$ cat src/rtl/tdc_pkg.sv
// rtl/tdc_pkg.sv - shared types and constants for the TDC statistics accumulator
package tdc_pkg;

    typedef enum logic [1:0] {
        ST_IDLE,
        ST_ACCUM,
        ST_DRAIN
    } tdc_acc_state_t;

    localparam int DROP_W = 8;

    // Codes span 0..n inclusive, so one extra bit beyond the tap index.
    function automatic int hw_width(input int n);
        return $clog2(n) + 1;
    endfunction

endpackage

$ cat src/rtl/tdc_ch_stats.sv
// rtl/tdc_ch_stats.sv - per-channel sum/min/max tracker with input clamping
module tdc_ch_stats
    import tdc_pkg::*;
#(
    parameter int N     = 64,
    parameter int HW_W  = hw_width(N),
    parameter int SUM_W = HW_W + 4
) (
    input  logic             clk,
    input  logic             rst_n,
    input  logic             init,
    input  logic             sample,
    input  logic [HW_W-1:0]  data,
    output logic [SUM_W-1:0] sum,
    output logic [HW_W-1:0]  min,
    output logic [HW_W-1:0]  max,
    output logic             clamp
);

    localparam logic [HW_W-1:0] N_CODE = HW_W'(N);

    logic [SUM_W-1:0] sum_q;
    logic [HW_W-1:0]  min_q;
    logic [HW_W-1:0]  max_q;
    logic [HW_W-1:0]  data_c;

    assign clamp  = (data > N_CODE);
    assign data_c = clamp ? N_CODE : data;

    // Outputs already include the sample presented this cycle, so the parent
    // can register a final record on the same edge that accepts the last sample.
    always_comb begin
        sum = sum_q;
        min = min_q;
        max = max_q;
        if (sample) begin
            sum = sum_q + SUM_W'(data_c);
            if (data_c < min_q) min = data_c;
            if (data_c > max_q) max = data_c;
        end
    end

    always_ff @(posedge clk or negedge rst_n) begin
        if (!rst_n) begin
            sum_q <= '0;
            min_q <= N_CODE;
            max_q <= '0;
        end else if (init) begin
            sum_q <= '0;
            min_q <= N_CODE;
            max_q <= '0;
        end else if (sample) begin
            sum_q <= sum;
            min_q <= min;
            max_q <= max;
        end
    end

endmodule

$ cat src/rtl/tdc_stat_accum.sv
// rtl/tdc_stat_accum.sv - windowed multi-channel TDC mean/min/max accumulator
module tdc_stat_accum
    import tdc_pkg::*;
#(
    parameter int N        = 64,
    parameter int N_CH     = 2,
    parameter int LOG2_AVG = 4,
    localparam int HW_W    = hw_width(N),
    localparam int CH_W    = (N_CH > 1) ? $clog2(N_CH) : 1
) (
    input  logic                   clk,
    input  logic                   rst_n,
    input  logic                   en,
    input  logic                   start,
    input  logic                   continuous,
    input  logic                   hw_valid,
    input  logic [N_CH*HW_W-1:0]   hw_in,
    output logic                   out_valid,
    input  logic                   out_ready,
    output logic [CH_W-1:0]        out_ch,
    output logic [HW_W-1:0]        out_mean,
    output logic [HW_W-1:0]        out_min,
    output logic [HW_W-1:0]        out_max,
    output logic                   busy,
    output logic                   clamp_err,
    output logic [DROP_W-1:0]      drop_cnt
);

    localparam int SUM_W                = HW_W + LOG2_AVG;
    localparam logic [LOG2_AVG-1:0] LAST_CNT = '1;
    localparam logic [CH_W-1:0]     LAST_CH  = CH_W'(N_CH - 1);

    tdc_acc_state_t      state, state_n;
    logic [LOG2_AVG-1:0] cnt, cnt_n;
    logic [CH_W-1:0]     ch_n;
    logic                stats_init;
    logic                stats_sample;
    logic                clear_flags;
    logic                drop_inc;

    logic [SUM_W-1:0]    sum_v [N_CH];
    logic [HW_W-1:0]     min_v [N_CH];
    logic [HW_W-1:0]     max_v [N_CH];
    logic [N_CH-1:0]     clamp_v;

    logic [HW_W-1:0]     rec_mean;
    logic [HW_W-1:0]     rec_min;
    logic [HW_W-1:0]     rec_max;

    for (genvar g = 0; g < N_CH; g++) begin : g_ch
        tdc_ch_stats #(
            .N     (N),
            .HW_W  (HW_W),
            .SUM_W (SUM_W)
        ) u_stats (
            .clk    (clk),
            .rst_n  (rst_n),
            .init   (stats_init),
            .sample (stats_sample),
            .data   (hw_in[g*HW_W +: HW_W]),
            .sum    (sum_v[g]),
            .min    (min_v[g]),
            .max    (max_v[g]),
            .clamp  (clamp_v[g])
        );
    end

    always_comb begin
        state_n      = state;
        cnt_n        = cnt;
        ch_n         = out_ch;
        stats_init   = 1'b0;
        stats_sample = 1'b0;
        clear_flags  = 1'b0;
        drop_inc     = 1'b0;
        if (!en) begin
            state_n = ST_IDLE;
        end else begin
            case (state)
                ST_IDLE: begin
                    if (start) begin
                        state_n     = ST_ACCUM;
                        cnt_n       = '0;
                        stats_init  = 1'b1;
                        clear_flags = 1'b1;
                    end
                end
                ST_ACCUM: begin
                    if (hw_valid) begin
                        stats_sample = 1'b1;
                        cnt_n        = cnt + 1'b1;
                        if (cnt == LAST_CNT) begin
                            state_n = ST_DRAIN;
                            ch_n    = '0;
                        end
                    end
                end
                ST_DRAIN: begin
                    drop_inc = hw_valid;
                    if (out_valid && out_ready) begin
                        if (out_ch == LAST_CH) begin
                            if (continuous) begin
                                state_n    = ST_ACCUM;
                                cnt_n      = '0;
                                stats_init = 1'b1;
                            end else begin
                                state_n = ST_IDLE;
                            end
                        end else begin
                            ch_n = out_ch + 1'b1;
                        end
                    end
                end
                default: state_n = ST_IDLE;
            endcase
        end
    end

    always_comb begin
        rec_mean = sum_v[ch_n][SUM_W-1:LOG2_AVG];
        rec_min  = min_v[ch_n];
        rec_max  = max_v[ch_n];
    end

    // While stalled in DRAIN the stats are frozen, so reloading keeps the record stable.
    always_ff @(posedge clk or negedge rst_n) begin
        if (!rst_n) begin
            state     <= ST_IDLE;
            cnt       <= '0;
            out_valid <= 1'b0;
            out_ch    <= '0;
            out_mean  <= '0;
            out_min   <= '0;
            out_max   <= '0;
            busy      <= 1'b0;
            clamp_err <= 1'b0;
            drop_cnt  <= '0;
        end else begin
            state     <= state_n;
            cnt       <= cnt_n;
            busy      <= (state_n != ST_IDLE);
            out_valid <= (state_n == ST_DRAIN);
            if (state_n == ST_DRAIN) begin
                out_ch   <= ch_n;
                out_mean <= rec_mean;
                out_min  <= rec_min;
                out_max  <= rec_max;
            end
            if (clear_flags) begin
                clamp_err <= 1'b0;
                drop_cnt  <= '0;
            end else begin
                if (stats_sample && |clamp_v) clamp_err <= 1'b1;
                if (drop_inc && drop_cnt != '1) drop_cnt <= drop_cnt + 1'b1;
            end
        end
    end

endmodule

$ cat config.mk
export PLATFORM = sky130hd
export DESIGN_NAME = tdc_stat_accum
export DESIGN_NICKNAME = d
export VERILOG_FILES = /design/src/rtl/tdc_pkg.sv /design/src/rtl/tdc_ch_stats.sv /design/src/rtl/tdc_stat_accum.sv
export SDC_FILE = /design/constraint.sdc
export NUM_CORES = 1
export LEC_CHECK = 0
export CAP_MARGIN = 10
export CORE_MARGIN = 10
export CORE_UTILIZATION = 55
export CTS_BUF_LIST = sky130_fd_sc_hd__clkbuf_8
export CTS_CLUSTER_DIAMETER = 60
export CTS_CLUSTER_SIZE = 28
export DETAILED_ROUTE_END_ITERATION = 16
export PLACE_DENSITY_LB_ADDON = 0.12
export REMOVE_ABC_BUFFERS = 1
export SLEW_MARGIN = 20
export SYNTH_ARGS = -nofsm -noshare
export SYNTH_HDL_FRONTEND = slang
export SYNTH_HIERARCHICAL = 1
export SYNTH_SLANG_ARGS = --single-unit
$ cat constraint.sdc
create_clock -name clk -period 2.9 [get_ports clk]
set_clock_uncertainty 0.2 [all_clocks]
set_input_delay 0.29 -clock clk [delete_from_list [all_inputs] [get_ports clk]]
set_output_delay 0.29 -clock clk [all_outputs]
set_load 0.05 [all_outputs]
# After elaboration in Yosys (flattened, before gate mapping)
# Index checks and enable logic that the tools add are counted.
word_totals:
  reg_bits: 89
  inputBits: 21
  wordCells: 120
classes:
  n_addsub: 5
  n_lt_le_gt_ge: 7
  n_eq_ne: 10
  muxes: 70
  bitwise: 1
  n_reduce_logical: 11
ops:
  columns: ["op", "n"]
  rows:
  - ["$mux 7", 24]
  - ["$mux 11", 9]
  - ["$add 11x7->11", 2]
  - ["$mux 1", 20]
  - ["$mux 4", 5]
  - ["$mux 8", 2]
  - ["$gt 7x7->1", 2]
  - ["$gt 7x7->1 const B", 2]
  - ["$lt 7x7->1", 2]
  - ["$mux 2", 6]
  - ["$pmux 4 s3", 1]
  - ["$ne 2x2->1 const B", 5]
  - ["$add 8x1->8 const B", 1]
  - ["$ne 8x8->1 const B", 1]
  - ["$reduce_bool 2->1", 4]
  - ["$reduce_and 7->1", 1]
  - ["$pmux 2 s3", 1]
  - ["$add 4x1->4 const B", 1]
  - ["$eq 2x2->1 const B", 2]
  - ["$eq 4x4->1 const B", 1]
  - ["$pmux 1 s2", 2]
  - ["$logic_and 1x1->1", 3]
  - ["$reduce_bool 3->1", 1]
  - ["$eq 2x1->1 const B", 1]
  - ["5 further kinds", 5]

# Logic depth before layout (Yosys ltp)
# Gate-level depths: netlist of run 1.
logic_depth:
  word_depth: 9
  ltp_mapped: 12

# Hierarchy
# Netlist of run 1, hierarchy kept.
modules_own_cells:
  columns: ["mod", "instances", "cells_per_inst", "area_each_um2", "seq_area_each_um2"]
  rows:
  - ["tdc_ch_stats at g_ch[0].u_stats", 1, 217, 2058.2, 626.9]
  - ["tdc_ch_stats at g_ch[1].u_stats", 1, 216, 2055.7, 626.9]
  - ["tdc_stat_accum", 1, 176, 2044.5, 975.9]

# Worst setup path after synthesis of run 1
# OpenSTA, ideal clock, no wires.
synth_path:
  path_kind: "register -> register"
  from: "reg state[1]"
  to: "reg out_min[0]"
  setup_time_ns: 0.125
  t_arrival_ns: 2.667
  t_required_ns: 2.575
  slack_ns: -0.092
  stages_incl_launch_ff: 11
  n_path_buf: 1
  synth_period_minus_slack_ns: 2.992
  cell_sequence: "dfrtp_1 -> inv_1 -> ha_1 -> clkbuf_2 -> and3_1 -> inv_1 -> a211o_1 -> a41oi_4 -> mux2_2 -> mux2_2 -> mux2_2"
synth_rtl:
  columns: ["element", "line", "rtl"]
  rows:
  - ["start: declaration", "tdc_stat_accum.sv:33", "tdc_acc_state_t state, state_n;"]
  - ["start signal: assignment", "tdc_stat_accum.sv:139", "state <= state_n;"]
  - ["end signal: assignment", "tdc_stat_accum.sv:146", "out_min <= rec_min;"]
  - ["end: declaration", "tdc_stat_accum.sv:22", "output logic [HW_W-1:0] out_min,"]

==> impl_results.md, run 1 <==
* Worst vdd ir at 0.0003038 V
* GP Congestion at 0.9194
* Synth Cell Area at 6158 sq um
* R2r startpoint: state[1]$_DFF_PN0_
* Fin area at 7830 sq um
* Vias at 5043
* Setup WS pre-CTS at -0.6047 ns
* TritonCTS Buffers at 9
* DR WL/cell at 17.75 microns
* Clock latency on the worst-skew pair at 0.38 ns
* Clk slew on worst S/H paths at 0.10 ns
* Startpoint Class: primary input
* Register area share after synthesis at 36.20%
* GR Overflow Total at 0
* Htree depth at 3
* Post-synth cell types at 55
* DP HPWL at 12.34 mm
* Row count at 38
* Initial Utilization at 56.56%
* Cells after Synth at 609
* RSZ-0062 raised after global routing: yes
* Post-synth ARST share at 100.0%
* Core footprint at 10890 sq um
* Fmax at 355.2 MHz
* Critical path data arrival time at 2.89 ns
* Die Wd at 125.8 microns
* Main flop type after synthesis: dfrtp_1
* Proportion of layout cells with a drive suffix above 1 at 28.95%
* Syn Area/Cell at 10.11 sq um
* Number of global-route vias before repair at 5311
* Slew margin rel. at 51.09%
* Syn-to-layout area delta at 27.14%
* Drt initial violations at 368
* N_diodes at 0
* # DRC at 0
* Final worst slack at 0.08432 ns
* Critical Path End Type: flop
* Die ar. at 15830 sq um
* Fin nets at 824
* Post-synthesis register bit count at 89
* I/O pins at 54
* Ys Warns at 6
* Max Cap Viol at 0
* Worst Setup SP: hw_in[4]
* Min-Delay Path Class: primary input to async pin
* Slew @ Worst Pin at 0.7337 ns
* Pleak at 3.591 nW
* Largest net degree at the start of global routing at 56
* Drt first pass iters at 4
* Tmin final at 2.816 ns
* Die height at 125.8 microns
* Fin. Hold Viols at 0
* CTS Buffer Depth at 2
* Detailed Route WL at 15.97 mm
* CP required at 2.97 ns
* Critical setup path kind: primary input to flop
* DP Area at 7530 sq um
* Total GRT Usage at 20.11%
* Fin. max-slew vios at 0
* Initial antenna violation count at 1
* Period Utilization, post-route at 97.09%
* Root Buffer: clkbuf_8
* Clock sinks at 89
* Critical path fanouts, max at 7
* Status: complete, no violations
* Port Buffer Count at 53
* Post-synth EDFFs at 0
* First-pass GRT wire length at 26.45 mm
* Power per cell area at 381.0 nW/um^2
* CTS tree: done
* ANT nets after route at 0
* Via-to-Cell Ratio at 5.603
* Setup violations, final at 0
[state kept, by name, indices dropped and copies added, names as in the netlist]
name and count:
out_min 7, cnt 4, out_valid 1, g_ch.u_stats/min_q 14, out_max 7, clamp_err 1, state 2, busy 1
out_mean 7, g_ch.u_stats/sum_q 22, g_ch.u_stats/max_q 14, drop_cnt 8, out_ch 1
[repair_timing]
| item | CTS | global route |
|---|---|---|
| pin swaps | 0 | 6 |
| hold buffers | 1 | 0 |
| endpoints found under the setup margin | 19 | 17 |
| setup buffers | 0 | 1 |
| endpoints found under the hold margin | 52 | 0 |
| resized for setup | 9 | 19 |
[critical path, stage by stage]
cell	delay [ns]
clkdlybuf4s50_1	0.47
nor2b_2	0.22
ha_1	0.28
a211oi_1	0.23
o21ai_1	0.18
a41oi_4	0.22
buf_12	0.15
mux2_2	0.32
mux2_2	0.26
mux2_2	0.26
[synth_stat cells, drive strengths merged, types with 3 or more instances]
cell type / n / area share [%]
a211oi: 10 / 1.2
a21o: 4 / 0.49
a21oi: 23 / 1.9
a41oi: 3 / 1.0
and3: 5 / 0.51
buf: 9 / 1.2
clkbuf: 9 / 0.57
dfrtp: 87 / 35
ha: 46 / 9.3
inv: 42 / 2.6
mux2: 71 / 13
mux2i: 20 / 3.3
nand2: 18 / 1.1
nand2b: 28 / 2.8
nand3: 21 / 1.7
nand4: 6 / 0.61
nor2: 39 / 2.5
nor2b: 36 / 4.1
nor3: 7 / 0.57
nor3b: 7 / 1.0
o2111ai: 4 / 0.57
o21a: 6 / 0.73
o21ai: 28 / 2.4
o2bb2ai: 3 / 0.43
o31a: 4 / 0.57
o31ai: 12 / 1.5
or3: 16 / 1.6
xnor2: 17 / 2.4
[per-stage QoR]
stage	utilization (%)	power (mW)	TNS (ns)	hold slack (ns)	instances
6_report	71.91	2.983	0	0.2935	900
3_5_place_dp	69.16	2.136	-12.29	0.1954	882
3_3_place_gp	69.16	2.108	-9.872	0.1896	882
4_1_cts	71.16	2.991	0	0.3095	899
2_1_floorplan	-	1.803	-4.288	-0.2056	591
5_1_grt	71.91	3.136	-0.1857	0.3458	900
[cell usage in the layout (no fill, tap or decap), drive strengths merged, types with 21 or more instances in the layout]
master / instances
a21oi: 23
buf: 100
clkdlybuf4s50: 50
dfrtp: 87
ha: 46
inv: 42
mux2: 71
nand2b: 28
nand3: 21
nor2: 39
nor2b: 36
o21ai: 28
[report_power, final]
part	switching (mW)	internal, mW	total (mW)
sequential	0.0445	1.30	1.35
combinational	0.411	0.379	0.791
clock	0.485	0.361	0.846
[metal layers]
metal	global-route usage [%]	wire length, microns
met5	0	13
met4	8.038	298
met3	3.188	449
met2	34.28	8123
met1	24.88	7087
[logic make-up (layout without fill, tap and decap cells)]
logic type / count (synthesis) / count (layout) / share of synthesized area [%]
buffers and inverters: 60 / 211 / 4.348
muxes: 91 / 91 / 16.23
DFF: 89 / 89 / 36.20
AOI/OAI and AO/OA: 108 / 108 / 12.41
xor gates and xnor gates: 18 / 18 / 2.560
and+or+nand+nor: 195 / 195 / 18.24
adders and majority gates: 48 / 48 / 9.996
[final timing paths]
path                                                              to  slack, ns  cells past startpoint
worst max-delay path                          out_min[4]$_DFFE_PN0N_       0.08                     10
worst min register to register               out_mean[6]$_DFFE_PN0N_       0.32                      1
min in group clk                             out_mean[6]$_DFFE_PN0N_       0.32                      1
worst max register to register                out_min[5]$_DFFE_PN0N_       0.09                      9
max in group asynchronous       g_ch[1].u_stats/min_q[6]$_DFFE_PN1P_       1.51                      3
worst min-delay path                          out_max[0]$_DFFE_PN0N_       0.29                      2
[layout make-up]
cell class	count	area [sq um]
timing repair buffer	153	1329
fill	828	3058
inverter	42	157.7
sequential	89	2230
multi-input combinational	460	3747
tap	140	175.2
clock inverter	5	40.04
clock buffer	11	151.4
Note: power is estimated with default switching activity, not from simulation.
==> run 2, diff against run 1 <==
--- a/config.mk
+++ b/config.mk
@@ -14,7 +14,7 @@
 export DETAILED_ROUTE_END_ITERATION = 16
 export PLACE_DENSITY_LB_ADDON = 0.12
 export REMOVE_ABC_BUFFERS = 1
-export SLEW_MARGIN = 20
+export SLEW_MARGIN = 0
 export SYNTH_ARGS = -nofsm -noshare
 export SYNTH_HDL_FRONTEND = slang
 export SYNTH_HIERARCHICAL = 1
==> results of run 2 <==
No change in the layout: final DEF, timing and power equal those of run 1.
